**config.mk**
```make
export PLATFORM = sky130hd
export DESIGN_NAME = alu_exec
export DESIGN_NICKNAME = d
export VERILOG_FILES = /design/src/rtl/alu_pkg.sv /design/src/rtl/alu_exec_iter_muldiv.sv /design/src/rtl/alu_exec.sv
export SDC_FILE = /design/constraint.sdc
export NUM_CORES = 1
export LEC_CHECK = 0
export CORE_MARGIN = 2
export CORE_UTILIZATION = 53
export DETAILED_ROUTE_END_ITERATION = 8
export GPL_TIMING_DRIVEN = 0
export PLACE_DENSITY_LB_ADDON = 0.05
export SETUP_SLACK_MARGIN = 0.2
export SLEW_MARGIN = 20
export SYNTH_ARGS = -nofsm -noshare
export SYNTH_HDL_FRONTEND = slang
export SYNTH_HIERARCHICAL = 1
export SYNTH_SLANG_ARGS = --single-unit
```
**constraint.sdc**
```tcl
create_clock -name clk -period 4.2 [get_ports clk]
set_clock_uncertainty 0.05 [all_clocks]
set_input_delay 0.84 -clock clk [delete_from_list [all_inputs] [get_ports clk]]
set_output_delay 0.84 -clock clk [all_outputs]
set_load 0.005 [all_outputs]
```
**src/rtl/alu_pkg.sv**
```systemverilog
// alu_pkg: opcodes, FSM state type and opcode classification helpers for the execution stage
package alu_pkg;
  localparam logic [3:0] OP_ADD  = 4'b0001;
  localparam logic [3:0] OP_SUB  = 4'b0010;
  localparam logic [3:0] OP_MUL  = 4'b0011;
  localparam logic [3:0] OP_DIV  = 4'b1011;
  localparam logic [3:0] OP_HALT = 4'b1111;
  typedef enum logic [1:0] {IDLE, CALC, FINISH} exec_state_t;
  function automatic logic is_arith(input logic [3:0] op);
    return op == OP_ADD || op == OP_SUB || op == OP_MUL || op == OP_DIV;
  endfunction
  function automatic logic is_valid(input logic [3:0] op);
    return is_arith(op) || op == OP_HALT;
  endfunction
endpackage

```
**src/rtl/alu_exec_iter_muldiv.sv**
```systemverilog
// iter_muldiv: 8-step shift-add multiplier / restoring divider; outputs show the value after the current step
module iter_muldiv (
  input  logic        clk,
  input  logic        reset,
  input  logic        start_i,
  input  logic        op_div_i,
  input  logic [7:0]  a_i,
  input  logic [7:0]  b_i,
  input  logic        step_i,
  output logic [15:0] product_o,
  output logic [7:0]  quotient_o,
  output logic [7:0]  remainder_o
);
  logic [7:0]  x_q, x_d;
  logic [15:0] y_q, y_d, acc_q, acc_d, mul_acc;
  logic [8:0]  r;
  logic [7:0]  rn;
  logic        ge;
  // x: multiplier / dividend-then-quotient, y: multiplicand / divisor, acc: product / partial remainder
  always_comb begin
    mul_acc = acc_q + (x_q[0] ? y_q : 16'd0);
    r = {acc_q[7:0], x_q[7]};
    ge = r >= {1'b0, y_q[7:0]};
    rn = ge ? 8'(r - {1'b0, y_q[7:0]}) : r[7:0];
    x_d = start_i ? a_i : step_i ? (op_div_i ? {x_q[6:0], ge} : {1'b0, x_q[7:1]}) : x_q;
    y_d = start_i ? {8'd0, b_i} : (step_i && !op_div_i) ? {y_q[14:0], 1'b0} : y_q;
    acc_d = start_i ? 16'd0 : step_i ? (op_div_i ? {8'd0, rn} : mul_acc) : acc_q;
    product_o = mul_acc;
    quotient_o = {x_q[6:0], ge};
    remainder_o = rn;
  end
  always_ff @(posedge clk) begin
    if (reset) begin
      x_q <= '0;
      y_q <= '0;
      acc_q <= '0;
    end else begin
      x_q <= x_d;
      y_q <= y_d;
      acc_q <= acc_d;
    end
  end
endmodule

```
**src/rtl/alu_exec.sv**
```systemverilog
// alu_exec: execution stage FSM; single-cycle ADD/SUB, 8-cycle MUL/DIV, registered done pulse and held result
module alu_exec
  import alu_pkg::*;
#(
  parameter int WIDTH = 16,
  parameter int OPW = 8
) (
  input  logic             clk,
  input  logic             reset,
  input  logic             enable,
  input  logic [3:0]       opcode,
  input  logic [OPW-1:0]   a,
  input  logic [OPW-1:0]   b,
  output logic             done,
  output logic             busy,
  output logic [WIDTH-1:0] result,
  output logic             div_by_zero,
  output logic [3:0]       last_op
);
  exec_state_t      state_q, state_d;
  logic [2:0]       cnt_q, cnt_d;
  logic             armed_q, armed_d, launch, iter, fin;
  logic [3:0]       op_q, op_d, last_op_q, last_op_d;
  logic [OPW-1:0]   a_q, a_d, b_q, b_d;
  logic [WIDTH-1:0] result_q, result_d, calc;
  logic             dbz_q, dbz_d;
  logic [15:0]      prod;
  logic [7:0]       quot, rem;
  iter_muldiv u_iter (
    .clk(clk), .reset(reset), .start_i(launch), .op_div_i(op_q == OP_DIV),
    .a_i(a), .b_i(b), .step_i(state_q == CALC && iter),
    .product_o(prod), .quotient_o(quot), .remainder_o(rem)
  );
  always_comb begin
    launch = state_q == IDLE && enable && armed_q && is_arith(opcode);
    iter = op_q == OP_MUL || op_q == OP_DIV;
    fin = state_q == CALC && (!iter || cnt_q == 3'd7);
    state_d = launch ? CALC : fin ? FINISH : state_q == FINISH ? IDLE : state_q;
    cnt_d = launch ? 3'd0 : state_q == CALC ? cnt_q + 3'd1 : cnt_q;
    // a low enable re-arms even in FINISH, so a controller that drops enable early can issue again
    armed_d = !enable ? 1'b1 : state_q == FINISH ? 1'b0 : armed_q;
    op_d = launch ? opcode : op_q;
    a_d = launch ? a : a_q;
    b_d = launch ? b : b_q;
    calc = op_q == OP_ADD ? WIDTH'(a_q) + WIDTH'(b_q)
         : op_q == OP_SUB ? WIDTH'(a_q) - WIDTH'(b_q)
         : op_q == OP_MUL ? WIDTH'(prod)
         : WIDTH'({rem, quot});
    result_d = fin ? calc : result_q;
    last_op_d = fin ? op_q : last_op_q;
    dbz_d = fin ? (op_q == OP_DIV && b_q == '0) : dbz_q;
  end
  always_ff @(posedge clk) begin
    if (reset) begin
      state_q <= IDLE;
      cnt_q <= '0;
      armed_q <= 1'b1;
      op_q <= '0;
      a_q <= '0;
      b_q <= '0;
      result_q <= '0;
      last_op_q <= '0;
      dbz_q <= 1'b0;
      done <= 1'b0;
      busy <= 1'b0;
    end else begin
      state_q <= state_d;
      cnt_q <= cnt_d;
      armed_q <= armed_d;
      op_q <= op_d;
      a_q <= a_d;
      b_q <= b_d;
      result_q <= result_d;
      last_op_q <= last_op_d;
      dbz_q <= dbz_d;
      done <= state_d == FINISH;
      busy <= state_d != IDLE;
    end
  end
  assign result = result_q;
  assign last_op = last_op_q;
  assign div_by_zero = dbz_q;
endmodule

```
Word level (Yosys, flattened, before mapping). Cells that the tools add are included.

Register bits: 89. Output and inout bits: 23. Logic and storage cells: 69.

$add $sub $neg: 5. Order comparisons: 1. Equality and inequality tests: 12. Multiplexer cells: 14. Bitwise operators: 1. Reductions and logical operators: 21.

Operators with widths (count): $mux W16 (5); $mux W8 (6); $add A16 B16 Y16 (1); $eq A4 B2 Y1 const B (4); $add A8 B8 Y9 (1); $ge A9 B8 Y1 (1); $sub A8 B8 Y9 (1); $eq A4 B1 Y1 const B (2); $eq A4 B4 Y1 const B (2); $logic_not A8 Y1 (1); $sub A8 B8 Y8 (1); $logic_and A1 B1 Y1 (7); $mux W2 (3); $reduce_bool A2 Y1 (3); $logic_or A1 B1 Y1 (5); $eq A2 B2 Y1 const B (2); $reduce_or A2 Y1 (2); $add A3 B1 Y3 const B (1); $eq A3 B3 Y1 const B (1); $eq A2 B1 Y1 const B (1); $logic_not A1 Y1 (2); $logic_not A2 Y1 (1); $not A1 Y1 (1).

Depth between registers and ports, before layout. Gate-level depths: netlist (run 1).

Depth in word-level cells: 8. Gate-level depth with buffers: 14.

Modules after synthesis. Netlist (run 1), hierarchy kept.

By module, submodules not included: iter_muldiv (times used 1, cells an instance 395, area each 3021.6 um2, seq. area each 800.8 um2); alu_exec (times used 1, cells an instance 359, area each 2806.4 um2, seq. area each 980.9 um2).

Worst setup path before layout (run 1). OpenSTA, ideal clock, no wires.

Path kind: flip-flop to flip-flop. Start point: reg u_iter.x_q[0]. End point: reg result_q[8] (netlist: result[8]). Setup time: 0.129 ns. Arrival: 2.867 ns. Required time: 4.021 ns. Slack: 1.153 ns. Cell stages (with the launch flop): 13. Path buffers: 1. Cells stage by stage: dfxtp_1 > clkbuf_1 > and2_1 > ha_1 > fa_1 > a21o_2 > a221oi_2 > nor2_1 > nor3_1 > nor2_1 > a221o_1 > a2111oi_2 > nor3_2.

Longest elaborated chain between the ends: 5.

RTL lines: start, declared (RTL line alu_exec_iter_muldiv.sv:14) `logic [7:0] x_q, x_d;`; start signal, assigned (RTL line alu_exec_iter_muldiv.sv:34) `x_q <= '0;`; start signal, assigned (RTL line alu_exec_iter_muldiv.sv:38) `x_q <= x_d;`; $mux W16 (RTL line alu_exec_iter_muldiv.sv:21) `mul_acc = acc_q + (x_q[0] ? y_q : 16'd0);`; $add A16 B16 Y16 (RTL line alu_exec_iter_muldiv.sv:21); via prod[8] (RTL line alu_exec.sv:27) `logic [15:0] prod;`; $mux W16 (RTL line alu_exec.sv:47) `: op_q == OP_MUL ? WIDTH'(prod)`; $mux W16 (RTL line alu_exec.sv:46) `: op_q == OP_SUB ? WIDTH'(a_q) - WIDTH'(b_q)`; $mux W16 (RTL line alu_exec.sv:45) `calc = op_q == OP_ADD ? WIDTH'(a_q) + WIDTH'(b_q)`; end signal, assigned (RTL line alu_exec.sv:73) `result_q <= result_d;`; end, declared (RTL line alu_exec.sv:25) `logic [WIDTH-1:0] result_q, result_d, calc;`.

The timed path passes the listed nets, and every way through them passes these cells. A chain may end at the register's enable or synchronous reset.

Worst setup path in the final report (run 1). Ends and elaborated chain as after synthesis.

==> results of run 1 <==
[kinds of logic after synthesis]
family / after synthesis
muxes: 19
buffers and inverters: 79
AOI/OAI and AO/OA: 219
and+or+nand+nor: 275
xor gates and xnor gates: 28
adders and majority gates: 45
DFF: 89
[flip-flops by register name (all words and copies together), names as in the netlist]
signal	count
a_q	8
armed_q	1
b_q	8
busy	1
cnt_q	3
div_by_zero	1
done	1
last_op	4
op_q	4
result	16
state_q	2
u_iter/acc_q	16
u_iter/x_q	8
u_iter/y_q	16
[tightest hold or removal path, cell delays in order (launching register included)]
cell	delay, ns
dfxtp_1	0.32
nand2_1	0.05
o21ai_1	0.05
[routing by layer]
| metal | wire [um] | GRT usage | part of all wire |
|---|---|---|---|
| met3 | 1110 | 0.0550 | 0.067 |
| met4 | 395 | 0.112 | 0.024 |
| met2 | 7430 | 0.466 | 0.45 |
| met5 | 0 | 0 | 0 |
| met1 | 7540 | 0.402 | 0.46 |
[area by class of cell]
class                   count  area (um^2)  area share
flip-flops and latches     89         1780       0.268
repair buffers             44          440      0.0662
multi-input cells         586         3690       0.554
plain buffers              45          230      0.0346
inverters                  33          124      0.0186
clock inverters             6         91.3      0.0137
clock buffers               9          124      0.0186
well taps                 140          175      0.0263
[power groups by stage]
stage / clock (uW) / sequential [uW] / combinational, uW
floorplan: 0 / 901 / 215
global placement: 0 / 907 / 319
detailed placement: 0 / 908 / 323
CTS: 675 / 888 / 325
global route: 711 / 892 / 359
finish: 659 / 889 / 328
[synthesized netlist by cell type, types with 14 or more instances]
| cell type | n |
|---|---|
| and2_1 | 16 |
| a21oi_1 | 100 |
| ha_1 | 41 |
| nand2_1 | 133 |
| o21ai_1 | 14 |
| clkbuf_1 | 22 |
| mux2i_1 | 14 |
| o21ai_0 | 21 |
| xnor2_1 | 20 |
| dfxtp_1 | 89 |
| inv_1 | 29 |
| nor2_1 | 68 |
[final timing paths]
kind                                     from    endpoint  slack (ns)  cells after the start
worst max register to register  u_iter/x_q[0]   result[8]        0.45                     12
worst max-delay path            u_iter/x_q[0]   result[8]        0.45                     12
worst min-delay path               result[10]  result[10]        0.41                      2
worst min register to register     result[10]  result[10]        0.41                      2
[what timing repair did]
action / CTS / global route
setup buffers: 0 / 0
endpoints found under the hold margin: 0 / 0
endpoints found under the setup margin: 0 / 3
[per-stage QoR]
stage / instance area, um^2 / hold WS, ns
finish: 6660 / 0.406
global route: 6660 / 0.435
CTS: 6660 / 0.411
detailed placement: 6440 / 0.398
global placement: 6440 / 0.387
floorplan: 5830 / 0.386
==> impl_metrics.py, run 1 <==
metrics = {
    "grt": {
        "antenna_found_initial": 0,
        "grt_pass1_vias": 5466,
        "grt_usage": 0.296,
        "grt_start_max_net_pins": 16,
        "grt_pass1_wl_um": 26900,
        "gr-total-overflow": 0,
    },
    "setup_path": {
        "crit_path_max_incr_delay_ns": 0.53,
        "crit_fanout": 10,
        "crit_arrival_ns": 3.94,
        "setup.worst_path.class": "reg2reg",
        "crit_chain": "clkbuf_1 -> and2_1 -> ha_1 -> fa_1 -> a21o_2 -> a221oi_2 -> nor2_1 -> nor3_1 -> nor2_1 -> a221o_1 -> a2111oi_2 -> nor3_2",
        "slowest_stage": "a221oi_2",
        "cp-start-kind": "flop",
        "worstPathRequired_ns": 4.39,
        "worst_path_dominant_cell_family": "compound AO/OA/AOI/OAI gates",
        "crit_top_cell": "nor2_1",
        "crit_buf_inv": 1,
        "endpoint_kind": "flop",
    },
    "synthesis": {
        "synth_compound_area_frac": 0.244,
        "ys_types": 74,
        "netlist_top_cells_area": "dfxtp_1 31%, ha_1 8.8%, a21oi_1 8.6%",
        "yosys.area.top_type": "dfxtp_1",
        "synth_top_family_by_area": "compound AO/OA/AOI/OAI gates",
        "synth.mux.area_fraction": 0.0337,
        "ys_ff_latch": 89,
        "synth-xor-area-share": 0.0421,
        "synth-simple-area-share": 0.211,
        "synth_area_mm2": 0.00583,
        "avgSynthCellArea_um2": 7.73,
        "yosysWarnings": 6,
        "synth-main-ff-cell": "dfxtp_1",
        "synth_edf_count": 0,
        "seq_area_frac_synth": 0.306,
        "synth_adder_area_share": 0.102,
        "synth_fp_nets": 822,
        "synth-async-reset-ratio": 0,
        "synth_top_area_share": 0.306,
        "syn_inst": 754,
    },
    "final_layout": {
        "areaGrowthSynthToFinish_pct": 14.2,
        "drive_gt1_frac": 0.0800,
        "final_util": 0.617,
        "layout_commonest_cell": "nand2_1",
        "diodes": 0,
        "layout.cells.non_filler": 952,
        "fin_nets": 876,
        "mostFrequentLayoutCells": "133 x nand2_1, 100 x a21oi_1, 89 x dfxtp_1",
        "fill_cells": 1006,
    },
    "clocking": {
        "hold_buffers": 0,
        "cts_max_level": 3,
        "worst_skew_pair.late_latency_ns": 0.37,
        "cts.sinks": 89,
        "cts.clk_slew.worst_paths_ns": 0.09,
        "cts_made_buffers": 9,
        "max-clock-path-buffers": 2,
        "root_buffer": "clkbuf_8",
        "ctsResizeCount": 0,
        "cts_tree": "built",
    },
    "floorplanning": {
        "ios": 46,
        "design.die.area_mm2": 0.0119,
        "die_h_um": 109,
        "core_mm2": 0.0108,
        "die_x_um": 109,
        "rows": 38,
        "start_util": 0.540,
    },
    "min_path": {
        "hold_class": "reg2reg",
    },
    "detailed_routing": {
        "routed_wl_um": 16500,
        "route.vias.total": 5540,
        "first_pass_iters": 5,
        "ant_nets": 0,
        "drc": 0,
        "drtIter0Drc": 412,
        "vias_per_cell": 5.82,
        "wl_per_cell_um": 17.3,
    },
    "pwr": {
        "powerDensity_mw_per_mm2": 282,
        "clockPowerShare": 0.352,
        "intPower_uw": 1340,
        "ir_drop_mv": 0.243,
        "p_total_uw": 1880,
        "p_sw_uw": 536,
        "seqPwrFrac": 0.474,
        "p_leak_uw": 0.00263,
        "comb_power_share": 0.175,
        "p_sw_frac": 0.286,
    },
    "placement": {
        "gp_congestion": 0.921,
        "dp_cells": 938,
        "dpl.hpwl_um": 12900,
        "pre_cts_ws_ns": 0.0188,
        "port_buffers": 44,
    },
    "timing": {
        "tightest_slew_ns": 0.760,
        "fmax_mhz": 267,
        "setup_viol": 0,
        "final.setup.tns_ns": 0,
        "slew_viol_final": 0,
        "slew_headroom": 0.492,
        "rsz0062_at_grt": "false",
        "period_minus_slack_ns": 3.75,
        "hold_viol_final": 0,
        "fin_ws_ns": 0.449,
        "post-route-period-util": 0.893,
    },
    "run": {
        "maxCapViolCount": 0,
    },
    "outcome": {
        "status": "finished clean",
    },
}
Note: power is estimated with default switching activity, not from simulation.
==> run 2, diff against run 1 <==
--- a/config.mk
+++ b/config.mk
@@ -5,8 +5,8 @@
 export SDC_FILE = /design/constraint.sdc
 export NUM_CORES = 1
 export LEC_CHECK = 0
-export CORE_MARGIN = 2
-export CORE_UTILIZATION = 53
+export CORE_MARGIN = 3
+export CORE_UTILIZATION = 50
 export DETAILED_ROUTE_END_ITERATION = 8
 export GPL_TIMING_DRIVEN = 0
 export PLACE_DENSITY_LB_ADDON = 0.05
==> impl_metrics.py, run 2 (synthesized netlist as in run 1, its figures left out) <==
metrics = {
    "outcome": {
        "status": "finished clean",
    },
    "pwr": {
        "p_sw_frac": 0.280,
        "powerDensity_mw_per_mm2": 304,
        "seqPwrFrac": 0.434,
        "comb_power_share": 0.160,
        "p_total_uw": 2050,
        "p_sw_uw": 573,
        "ir_drop_mv": 0.252,
        "intPower_uw": 1480,
        "p_leak_uw": 0.00267,
        "clockPowerShare": 0.406,
    },
    "min_path": {
        "hold_class": "reg2reg",
    },
    "timing": {
        "final.setup.tns_ns": 0,
        "fmax_mhz": 265,
        "setup_viol": 0,
        "hold_viol_final": 0,
        "slew_viol_final": 0,
        "hold_slack_ns": 0.404,
        "post-route-period-util": 0.897,
        "period_minus_slack_ns": 3.77,
        "rsz0062_at_grt": "false",
        "slew_headroom": 0.498,
        "tightest_slew_ns": 0.751,
    },
    "clocking": {
        "max-clock-path-buffers": 2,
        "ctsResizeCount": 0,
        "cts.sinks": 89,
        "cts_made_buffers": 9,
        "post_cts_buffers": 0,
        "cts.clk_slew.worst_paths_ns": 0.07,
        "root_buffer": "clkbuf_16",
        "cts_tree": "built",
        "hold_buffers": 0,
        "cts_max_level": 3,
        "worst_skew_pair.late_latency_ns": 0.35,
    },
    "detailed_routing": {
        "first_pass_iters": 5,
        "drc": 0,
        "ant_nets": 0,
        "routed_wl_um": 16700,
        "drtIter0Drc": 516,
        "wl_per_cell_um": 17.5,
        "route.vias.total": 5627,
        "vias_per_cell": 5.90,
    },
    "final_layout": {
        "fin_nets": 876,
        "diodes": 0,
        "mostFrequentLayoutCells": "133 x nand2_1, 100 x a21oi_1, 89 x dfxtp_1",
        "drive_gt1_frac": 0.0800,
        "areaGrowthSynthToFinish_pct": 15.7,
        "layout_commonest_cell": "nand2_1",
        "stdcell_area_mm2": 0.00674,
    },
    "placement": {
        "placed_area_mm2": 0.00644,
        "dpl.hpwl_um": 13000,
        "port_buffers": 44,
        "gp_congestion": 0.943,
    },
    "floorplanning": {
        "design.die.area_mm2": 0.0130,
        "die_h_um": 114,
        "rows": 38,
        "start_util": 0.524,
        "die_x_um": 114,
        "ios": 46,
        "core_mm2": 0.0111,
    },
    "grt": {
        "grt_usage": 0.257,
        "antenna_found_initial": 0,
        "gr-total-overflow": 0,
        "grt_start_max_net_pins": 17,
        "grt_pass1_wl_um": 26400,
        "grt_pass1_vias": 5300,
    },
    "setup_path": {
        "endpoint_kind": "flop",
        "crit_fanout": 10,
        "ff2ff_setup_slack_ns": 0.43,
        "setup.worst_path.class": "reg2reg",
        "cp-start-kind": "flop",
        "crit_arrival_ns": 3.93,
        "worstPathRequired_ns": 4.36,
    },
    "run": {
        "maxCapViolCount": 0,
    },
}
[run 2: cell count changes in the layout (fill, tap and decap cells not counted)]
cell,before,now
inv_6,1,3
bufinv_16,2,1
clkbuf_8,9,0
buf_1,2,3
clkinv_2,1,0
clkbuf_16,0,9
[run 2: worst max-delay path: stages (launching register included)]
cell and delay (ns):
dfxtp_1 0.44, clkbuf_1 0.27, and2_1 0.19, ha_1 0.22, fa_1 0.43, a21o_2 0.25, a221oi_2 0.52, nor2_1 0.10
nor3_1 0.17, nor2_1 0.11, a221o_1 0.33, a2111oi_2 0.45, nor3_2 0.08
[run 2: power groups by stage]
| stage | registers [uW] | clock network [uW] | logic, uW |
|---|---|---|---|
| 5_1_grt | 892 | 878 | 355 |
| 3_3_place_gp | 907 | 0 | 316 |
| 3_5_place_dp | 908 | 0 | 322 |
| 2_1_floorplan | 901 | 0 | 215 |
| 4_1_cts | 889 | 842 | 324 |
| 6_report | 889 | 831 | 328 |
[run 2: final cells by class]
type | count | area [um^2]
Buffer | 45 | 230
Clock buffer | 10 | 229
Clock inverter | 6 | 73.8
Fill cell | 1056 | 4380
Inverter | 33 | 124
Multi-Input combinational cell | 586 | 3690
Sequential cell | 89 | 1780
Tap cell | 140 | 175
Timing Repair Buffer | 44 | 440
[run 2: per-layer routing]
metal | vias up | wire (um) | part of all wire | GRT usage
li1 | 2736 | - | - | -
met5 | - | 0 | 0 | 0
met2 | 199 | 7640 | 0.46 | 0.414
met4 | 0 | 401 | 0.024 | 0.0847
met3 | 32 | 1020 | 0.061 | 0.0355
met1 | 2660 | 7660 | 0.46 | 0.355
[run 2: worst paths after layout]
| kind | startpoint | end | depth (start not counted) |
|---|---|---|---|
| hold / removal | result[11] | result[11] | 2 |
| hold reg to reg | result[11] | result[11] | 2 |
| setup / recovery | u_iter/x_q[0] | result[8] | 12 |
| setup reg to reg | u_iter/x_q[0] | result[8] | 12 |
[run 2: metrics by stage]
stage,instances,setup WS [ns],util
2_1_floorplan,754,1.15,-
3_3_place_gp,938,0.00143,0.579
3_5_place_dp,938,-0.0912,0.579
4_1_cts,954,0.236,0.606
5_1_grt,953,0.298,0.606
6_report,953,0.433,0.606
